===== src/rtl/clk_meter_pkg.sv =====
// Shared types, nominal periods and selector codes for the clock period meter.
package clk_meter_pkg;

  typedef enum logic [1:0] {
    IDLE    = 2'd0,
    MEASURE = 2'd1,
    STALL   = 2'd2
  } state_e;

  localparam int unsigned CMP_W    = 64;
  localparam int unsigned NOM_5K   = 5002;
  localparam int unsigned NOM_50M  = 50000002;
  localparam int unsigned NOM_100M = 100000002;

  localparam logic [7:0] SEL_5K   = 8'd0;
  localparam logic [7:0] SEL_50M  = 8'd16;
  localparam logic [7:0] SEL_100M = 8'd48;
  localparam logic [7:0] SEL_NONE = 8'hFF;

  function automatic logic [CMP_W-1:0] abs_diff(input logic [CMP_W-1:0] a,
                                                 input logic [CMP_W-1:0] b);
    return (a >= b) ? (a - b) : (b - a);
  endfunction

  // Map a measured period onto the divider selector that produces it.
  function automatic logic [7:0] classify(input logic [CMP_W-1:0] period,
                                          input logic [CMP_W-1:0] tol);
    logic [7:0] sel;
    sel = SEL_NONE;
    if (abs_diff(period, CMP_W'(NOM_50M)) <= tol)       sel = SEL_50M;
    else if (abs_diff(period, CMP_W'(NOM_100M)) <= tol) sel = SEL_100M;
    else if (abs_diff(period, CMP_W'(NOM_5K)) <= tol)   sel = SEL_5K;
    return sel;
  endfunction

endpackage


===== src/rtl/sync_edge_det.sv =====
// Two-flop synchronizer for an asynchronous input plus a rising-edge pulse
// on the synchronized copy.
module sync_edge_det (
  input  logic clk_i,
  input  logic rst_ni,
  input  logic sig_i,
  output logic rise_c_o
);

  // [0],[1] are the synchronizer; [2] is the delayed copy for edge detection.
  logic [2:0] sync_q;
  logic [2:0] sync_d;

  assign sync_d = {sync_q[1:0], sig_i};

  always_ff @(posedge clk_i) begin
    if (!rst_ni) sync_q <= '0;
    else         sync_q <= sync_d;
  end

  assign rise_c_o = sync_q[1] & ~sync_q[2];

endmodule


===== src/rtl/clk_period_meter.sv =====
// Measures the period of sig_in in clkin cycles and classifies it to a selector.
// Optional 4-period averaging is enabled by defining CLK_PERIOD_METER_AVG_EN.
module clk_period_meter
  import clk_meter_pkg::*;
#(
  parameter int unsigned CNT_W   = 32,
  parameter int unsigned TIMEOUT = 100000000,
  parameter int unsigned TOL     = 64
) (
  input  logic             clkin,
  input  logic             rst_n,
  input  logic             sig_in,
  output logic [CNT_W-1:0] period,
  output logic             period_valid,
  output logic [7:0]       sel_code,
  output logic             timeout,
  output logic             locked
);

  localparam logic [CNT_W-1:0] CNT_MAX = '1;
  localparam logic [CNT_W-1:0] TO_LAST = CNT_W'(TIMEOUT - 1);

  state_e           state_q, state_d;
  logic [CNT_W-1:0] cnt_q, cnt_d, cnt_inc_c;
  logic [CNT_W-1:0] period_q, period_d;
  logic             upd_q, upd_d;
  logic             pv_q, pv_d;
  logic [7:0]       sel_q, sel_d;
  logic             timeout_q, timeout_d;
  logic             locked_q, locked_d;
  logic             rise_c;
  logic             hit_to_c;

  sync_edge_det u_sync (
    .clk_i    (clkin),
    .rst_ni   (rst_n),
    .sig_i    (sig_in),
    .rise_c_o (rise_c)
  );

  assign cnt_inc_c = (cnt_q == CNT_MAX) ? cnt_q : cnt_q + CNT_W'(1);
  assign hit_to_c  = (cnt_q == TO_LAST);

`ifdef CLK_PERIOD_METER_AVG_EN
  localparam int unsigned SUM_W  = CNT_W + 2;
  localparam int unsigned HIST_N = 3;

  // The three previous periods; the current one completes the window of four.
  logic [CNT_W-1:0] hist_q [HIST_N];
  logic [CNT_W-1:0] hist_d [HIST_N];
  logic [2:0]       fill_q, fill_d;
  logic [SUM_W-1:0] sum_c;

  assign sum_c = SUM_W'(cnt_inc_c) + SUM_W'(hist_q[0]) + SUM_W'(hist_q[1]) + SUM_W'(hist_q[2]);

  always_ff @(posedge clkin) begin
    if (!rst_n) begin
      fill_q <= '0;
      for (int i = 0; i < int'(HIST_N); i++) hist_q[i] <= '0;
    end else begin
      fill_q <= fill_d;
      for (int i = 0; i < int'(HIST_N); i++) hist_q[i] <= hist_d[i];
    end
  end
`endif

  always_comb begin
    state_d   = state_q;
    cnt_d     = cnt_inc_c;
    period_d  = period_q;
    upd_d     = 1'b0;
    pv_d      = upd_q;
    sel_d     = upd_q ? classify(CMP_W'(period_q), CMP_W'(TOL)) : sel_q;
    timeout_d = timeout_q;
    locked_d  = locked_q | upd_q;
`ifdef CLK_PERIOD_METER_AVG_EN
    hist_d = hist_q;
    fill_d = fill_q;
`endif
    case (state_q)
      IDLE, MEASURE: begin
        // An edge on the timeout cycle takes priority over the timeout.
        if (rise_c) begin
          state_d = MEASURE;
          cnt_d   = '0;
          if (state_q == MEASURE) begin
`ifdef CLK_PERIOD_METER_AVG_EN
            hist_d[2] = hist_q[1];
            hist_d[1] = hist_q[0];
            hist_d[0] = cnt_inc_c;
            fill_d    = (fill_q == 3'd4) ? fill_q : fill_q + 3'd1;
            if (fill_q >= 3'd3) begin
              period_d = sum_c[SUM_W-1:2];
              upd_d    = 1'b1;
            end
`else
            period_d = cnt_inc_c;
            upd_d    = 1'b1;
`endif
          end
        end else if (hit_to_c) begin
          state_d   = STALL;
          cnt_d     = '0;
          timeout_d = 1'b1;
          locked_d  = 1'b0;
`ifdef CLK_PERIOD_METER_AVG_EN
          fill_d = '0;
          for (int i = 0; i < int'(HIST_N); i++) hist_d[i] = '0;
`endif
        end
      end
      STALL: begin
        cnt_d = '0;
        if (rise_c) begin
          state_d   = MEASURE;
          timeout_d = 1'b0;
        end
      end
      default: state_d = IDLE;
    endcase
  end

  always_ff @(posedge clkin) begin
    if (!rst_n) begin
      state_q   <= IDLE;
      cnt_q     <= '0;
      period_q  <= '0;
      upd_q     <= 1'b0;
      pv_q      <= 1'b0;
      sel_q     <= SEL_NONE;
      timeout_q <= 1'b0;
      locked_q  <= 1'b0;
    end else begin
      state_q   <= state_d;
      cnt_q     <= cnt_d;
      period_q  <= period_d;
      upd_q     <= upd_d;
      pv_q      <= pv_d;
      sel_q     <= sel_d;
      timeout_q <= timeout_d;
      locked_q  <= locked_d;
    end
  end

  assign period       = period_q;
  assign period_valid = pv_q;
  assign sel_code     = sel_q;
  assign timeout      = timeout_q;
  assign locked       = locked_q;

endmodule


===== config.mk =====
export PLATFORM = sky130hd
export DESIGN_NAME = clk_period_meter
export DESIGN_NICKNAME = d
export VERILOG_FILES = /design/src/rtl/clk_meter_pkg.sv /design/src/rtl/sync_edge_det.sv /design/src/rtl/clk_period_meter.sv
export SDC_FILE = /design/constraint.sdc
export NUM_CORES = 1
export LEC_CHECK = 0
export ABC_CLOCK_PERIOD_IN_PS = 3470
export CAP_MARGIN = 5
export CORE_UTILIZATION = 55
export CTS_CLUSTER_DIAMETER = 120
export DETAILED_ROUTE_END_ITERATION = 12
export PLACE_DENSITY = 0.89
export SETUP_SLACK_MARGIN = 0.4
export SLEW_MARGIN = 20
export SYNTH_ARGS = -nofsm -noshare
export SYNTH_HDL_FRONTEND = slang
export SYNTH_SLANG_ARGS = --single-unit

===== constraint.sdc =====
create_clock -name clkin -period 3.47 [get_ports clkin]
set_input_delay 0.5205 -clock clkin [delete_from_list [all_inputs] [get_ports clkin]]
set_output_delay 0.5205 -clock clkin [all_outputs]
set_load 0.02 [all_outputs]

* Word-level counts from Yosys, hierarchy flattened
Cells that the tools add are included.
** Cells by class
- $add $sub $neg :: 7
- $lt $le $gt $ge :: 6
- Eq/ne operators :: 8
- Multiplexer cells :: 22
- Bitwise operators :: 3
- Reductions and logical operators :: 7
** Operator list (number)
- 64-bit by 7-bit <= comparator with 1-bit output (second input constant) :: 3
- 64-bit 2-to-1 mux :: 3
- 32-bit 2-to-1 mux :: 3
- 32-bit case mux with 2 select lines :: 1
- 13-bit by 32-bit subtractor with 33-bit output (first input constant) :: 1
- 26-bit by 32-bit subtractor with 33-bit output (first input constant) :: 1
- 27-bit by 32-bit subtractor with 33-bit output (first input constant) :: 1
- 32-bit by 13-bit subtractor with 33-bit output (second input constant) :: 1
- 32-bit by 26-bit subtractor with 33-bit output (second input constant) :: 1
- 32-bit by 27-bit subtractor with 33-bit output (second input constant) :: 1
- 32-bit by 1-bit adder with 32-bit output (second input constant) :: 1
- 32-bit by 27-bit equality test with 1-bit output (second input constant) :: 1
- 32-bit equality test (second input constant) :: 1
- 32-bit by 13-bit greater-or-equal comparator with 1-bit output (second input constant) :: 1
- 32-bit by 26-bit greater-or-equal comparator with 1-bit output (second input constant) :: 1
- 32-bit by 27-bit greater-or-equal comparator with 1-bit output (second input constant) :: 1
- 8-bit 2-to-1 mux :: 3
- 1-bit 2-to-1 mux :: 7
- 2-bit 2-to-1 mux :: 3
- 2-bit != test (second input constant) :: 3
- 3-bit AND reduction :: 2
- 2-bit case mux with 2 select lines :: 1
- 4-bit AND reduction :: 1
- 3-bit != test (second input constant) :: 1
- 10 further kinds :: 10
** Word-level totals
- Register bits :: 81
- Output and inout bits :: 43
- Word-level logic and storage cells :: 62

* Depth between registers and ports, before layout
- Word-level depth :: 6
- Gate-level depth with buffers :: 16
- Mapped depth without buffers :: 12

* Cells and area by module
A second synthesis with hierarchy kept.
** Unflattened totals
- Cell total of the unflattened synthesis :: 938
- Area, all modules :: 6676.4 um^2
** Modules (own cells, without submodules)
- clk_period_meter :: times used 1, cells each 931, area an instance 6583.8 um^2, seq. area each 1461.4 um^2
- sync_edge_det :: times used 1, cells each 7, area an instance 92.6 um^2, seq. area each 60.1 um^2

* Least setup slack after synthesis
OpenSTA, ideal clock, no wires.
- Kind :: reg-to-reg
- Start point :: register period_q[1], in the netlist period[1]
- End point :: register sel_q[5], in the netlist sel_code[5]
- Arrival :: 3.265 ns
- Data required time :: 3.325 ns
- Slack :: 0.060 ns
- Stages on the path, launching flop included :: 17
- Clock period less this slack :: 3.410 ns
- Cell sequence :: dfxtp_1 > clkbuf_1 > inv_1 > ha_1 > clkbuf_1 > nand2b_1 > a211oi_1 > or3_1 > clkbuf_1 > or3_1 > buf_2 > mux2i_1 > nand4_1 > nor4_1 > nand3_1 > nand2_1 > o221ai_1
** On the way
- Cells in the longest elaborated chain, start to end :: 6
- Elaborated cells between the ends (all ways) :: 18
** RTL lines
- start: declaration :: line clk_period_meter.sv:25 : logic [CNT_W-1:0] period_q, period_d;
- start signal: assignment :: line clk_period_meter.sv:136 : period_q <= period_d;
- 13-bit by 32-bit subtractor with 33-bit output (tied with other cells) :: line clk_meter_pkg.sv:22 : return (a >= b) ? (a - b) : (b - a);
- 64-bit 2-to-1 mux :: line clk_meter_pkg.sv:22
- 64-bit by 7-bit <= comparator with 1-bit output :: line clk_meter_pkg.sv:32 : else if (abs_diff(period, CMP_W'(NOM_5K)) <= tol) sel = SEL_5K;
- 8-bit 2-to-1 mux :: line clk_meter_pkg.sv:32
- 8-bit 2-to-1 mux :: line clk_meter_pkg.sv:31 : else if (abs_diff(period, CMP_W'(NOM_100M)) <= tol) sel = SEL_100M;
- 8-bit 2-to-1 mux (*) :: line clk_meter_pkg.sv:30 : if (abs_diff(period, CMP_W'(NOM_50M)) <= tol) sel = SEL_50M;
- end signal: assignment :: line clk_period_meter.sv:139 : sel_q <= sel_d;
- end: declaration :: line clk_period_meter.sv:28 : logic [7:0] sel_q, sel_d;
Every way passes the cells marked *; elsewhere a longest branch is shown, timed or not.
A chain may end at the register's enable or synchronous reset.

* Worst setup path after layout
- Start point :: register period_q[0], in the netlist period[0]
- End point :: register sel_q[6], in the netlist sel_code[6]
Same word-level chain as after synthesis.

==> metrics.yaml <==
p_per_area_nw_per_um2: 251
yosys_most_used_dff: "dfxtp_1"
cap_violations: 0
ant_nets: 0
gp_congestion: 1.00
final_cells: 1195
ys_seq_area_share_pct: 22.4
die_area_um2: 12800
outcome: "complete, no violations"
io_pins: 46
clk_pin_slew_ns: 0.06
slew_headroom_pct: 39.9
die_x_um: 113
drt-pass1-iter-count: 7
path_max_fanout: 5
cp.arrival_ns: 3.48
min_period_ns: 3.28
reg2reg_from: "period[0]$_SDFFE_PN0P_"
required_ns: 3.67
final.setup.worst_slack_ns: 0.189
clock_path_buffers: 2
cp-end-kind: "flip-flop"
period_share_pct: 94.6
skew_ns: 0.00879
num_rows: 40
ctsHtreeMaxLevel: 3
r2r_setup_slack_ns: 0.19
layout-drive-gt1-share_pct: 23.6
synth_async_sr_flop_share_pct: 0
grt_antenna_before_repair: 1
hp-class: "flip-flop to flip-flop"
vias_per_cell: 7.12
wl_per_cell_um: 22.0
finalHoldViolations: 0
preCtsSetupSlack_ns: 0.0473
synth_cells: 947
crit_path_start_kind: "flip-flop"
area_growth_syn_to_layout_pct: 30.3
whs_ns: 0.446
placed_cells: 1148
chipHeight_um: 113
hold_buffers: 0
rsz0062_at_grt: "true"
grt_pass1_wl_mm: 41.1
setup.worst_path.class: "flip-flop to flip-flop"
synth-seq-cells: 76
worst_slew_pin_slew_ns: 0.893
hp-start: "u_sync.sync_q[0]$_SDFF_PN0_"
root_buffer: "clkbuf_16"
synth_top_cell_by_area: "dfxtp_1"
worstSkewPairLatency_ns: 0.34
drc: 0
wl_mm: 26.3
syn_nets: 954
numClockSinks: 76
grt.total_usage_pct: 40.2
cts_tree: "built"
vias: 8514
worstHoldEndpoint: "u_sync.sync_q[1]$_SDFF_PN0_"
drtIter0Drc: 1336
finalSetupViolCount: 0
ys_warn_count: 0
overflow: 0
core_um2: 12000
nNetsFinal: 1049
synth_area_um2: 6800
first_global_vias: 7864
synth_edf_count: 0
leakage_uw: 0.00370
netlist_top_cells_area: "dfxtp_1 (22%), nand2_1 (5.7%), nor2_1 (5.0%)"
cts_buffers: 9
area.sequential_um2: 1540
multi_input_area_um2: 5260
placement.io_buffers: 45
irDropWorstVdd_mv: 0.449
fmax_ghz: 0.305
final_core_utilization_pct: 73.8
dp_hpwl_mm: 18.4
min_delay_path_depth: 1
power.total_uw: 2220
initial_core_util_pct: 56.6
synth_top_area_share_pct: 22.4
grt_max_degree: 65
avgSynthCellArea_um2: 7.18
synth_cell_types: 87
rr_worst_depth: 12
drv_slew: 0
n_fill_cell: 867
timing.rr.end: "sel_code[6]$_SDFFE_PN1P_"
stage by stage:
stage	TNS, ns	cell area [µm²]
after floorplan	0	6880
after global placement	0	7870
after detailed placement	0	7870
after CTS	0	8580
after global routing	-0.000639	8860
final	0	8860
how the worst max path moves through the flow:
stage	from	endpoint	slack, ns	depth (start not counted)
2_1_floorplan	period[4]$_SDFFE_PN0P_	sel_code[6]$_SDFFE_PN1P_	0.40	12
3_3_place_gp	period[4]$_SDFFE_PN0P_	sel_code[5]$_SDFFE_PN1P_	0.11	12
3_5_place_dp	period[4]$_SDFFE_PN0P_	sel_code[5]$_SDFFE_PN1P_	0.05	12
4_1_cts	period[4]$_SDFFE_PN0P_	sel_code[6]$_SDFFE_PN1P_	0.32	13
5_1_grt	period[2]$_SDFFE_PN0P_	sel_code[6]$_SDFFE_PN1P_	-0.0006	13
6_report	period[0]$_SDFFE_PN0P_	sel_code[6]$_SDFFE_PN1P_	0.19	12
placed cells by master (no fill, tap or decap), drive strengths merged, types with 5 or more instances in the layout:
cell type / instances
a221oi: 5
nand2: 104
nor3: 26
nor2: 91
a31oi: 16
a21oi: 55
o22ai: 10
or3: 10
and2: 17
inv: 24
o31ai: 11
dfxtp: 76
o21a: 7
xnor2: 32
mux2i: 13
o311ai: 6
and4: 11
xor2: 27
nor4b: 6
a211oi: 6
o221ai: 7
o211ai: 8
or4: 10
buf: 130
clkbuf: 9
clkdlybuf4s50: 45
nand3: 33
and3: 18
nor4: 27
nand2b: 12
nor2b: 7
a2111oi: 6
o41ai: 5
nand4: 24
o21ai: 51
a21o: 7
o211a: 27
synthesized netlist by cell type, drive strengths merged (24+ instances only):
library cell / n
nor4: 27
clkbuf: 69
nor2: 91
nand4: 24
dfxtp: 76
nand2: 104
xnor2: 32
nand3: 33
o211a: 27
nor3: 26
a21oi: 55
o21ai: 51
xor2: 27
sequential cells by signal, summed over array words and instances (netlist names):
register and count:
period_valid 1, state_q 2, cnt_q 32, period 32, sel_code 3, u_sync.sync_q 3, pv_d 1, timeout 1
locked 1
metal layers:
layer  routed length [µm]  vias to the layer above  GRT usage, %  part of all wire, %
li1                     -                     3723             -                    -
met1                 9930                     3926          52.0                   38
met2                12000                      704          63.9                   45
met3                 2980                      161          5.95                   11
met4                 1480                        0          22.9                  5.6
met5                    0                        -             0                    0
cell families after synthesis:
family	share of synthesized area [%]
simple gates	31.7
compound gates	28.5
buf+inv	7.01
flops	22.4
xor+xnor	7.60
mux	2.08
fa+ha+maj	0.736
cell type report:
type                            count  share of cell area [%]
Antenna cell                        1                  0.0282
Clock buffer                        9                    2.54
Clock inverter                      7                   0.664
Inverter                           21                   0.890
Multi-Input combinational cell    759                    59.3
Sequential cell                    76                    17.4
Tap cell                          147                    2.08
Timing Repair Buffer              175                    17.1
timing repair:
| item | 4_1_cts | 5_1_grt |
|---|---|---|
| setup buffers | 17 | 13 |
| setup endpoints to repair | 6 | 11 |
| pin swaps | 23 | 22 |
| gates cloned | 0 | 0 |
| resized for setup | 64 | 30 |
power breakdown:
group,total [µW],internal (µW),switching [µW]
clock,884,493,391
combinational,446,193,253
sequential,895,880,14.1
worst max-delay path: stages, from the launching register on:
cell	delay, ns
dfxtp_1	0.39
buf_4	0.19
a21oi_1	0.30
nand3_1	0.25
a31o_2	0.36
or2_2	0.32
o41ai_2	0.20
a21oi_1	0.07
o31ai_1	0.23
nand4b_1	0.20
nor4_4	0.35
buf_4	0.19
o311ai_2	0.10
(Power assumes the default switching activity.)
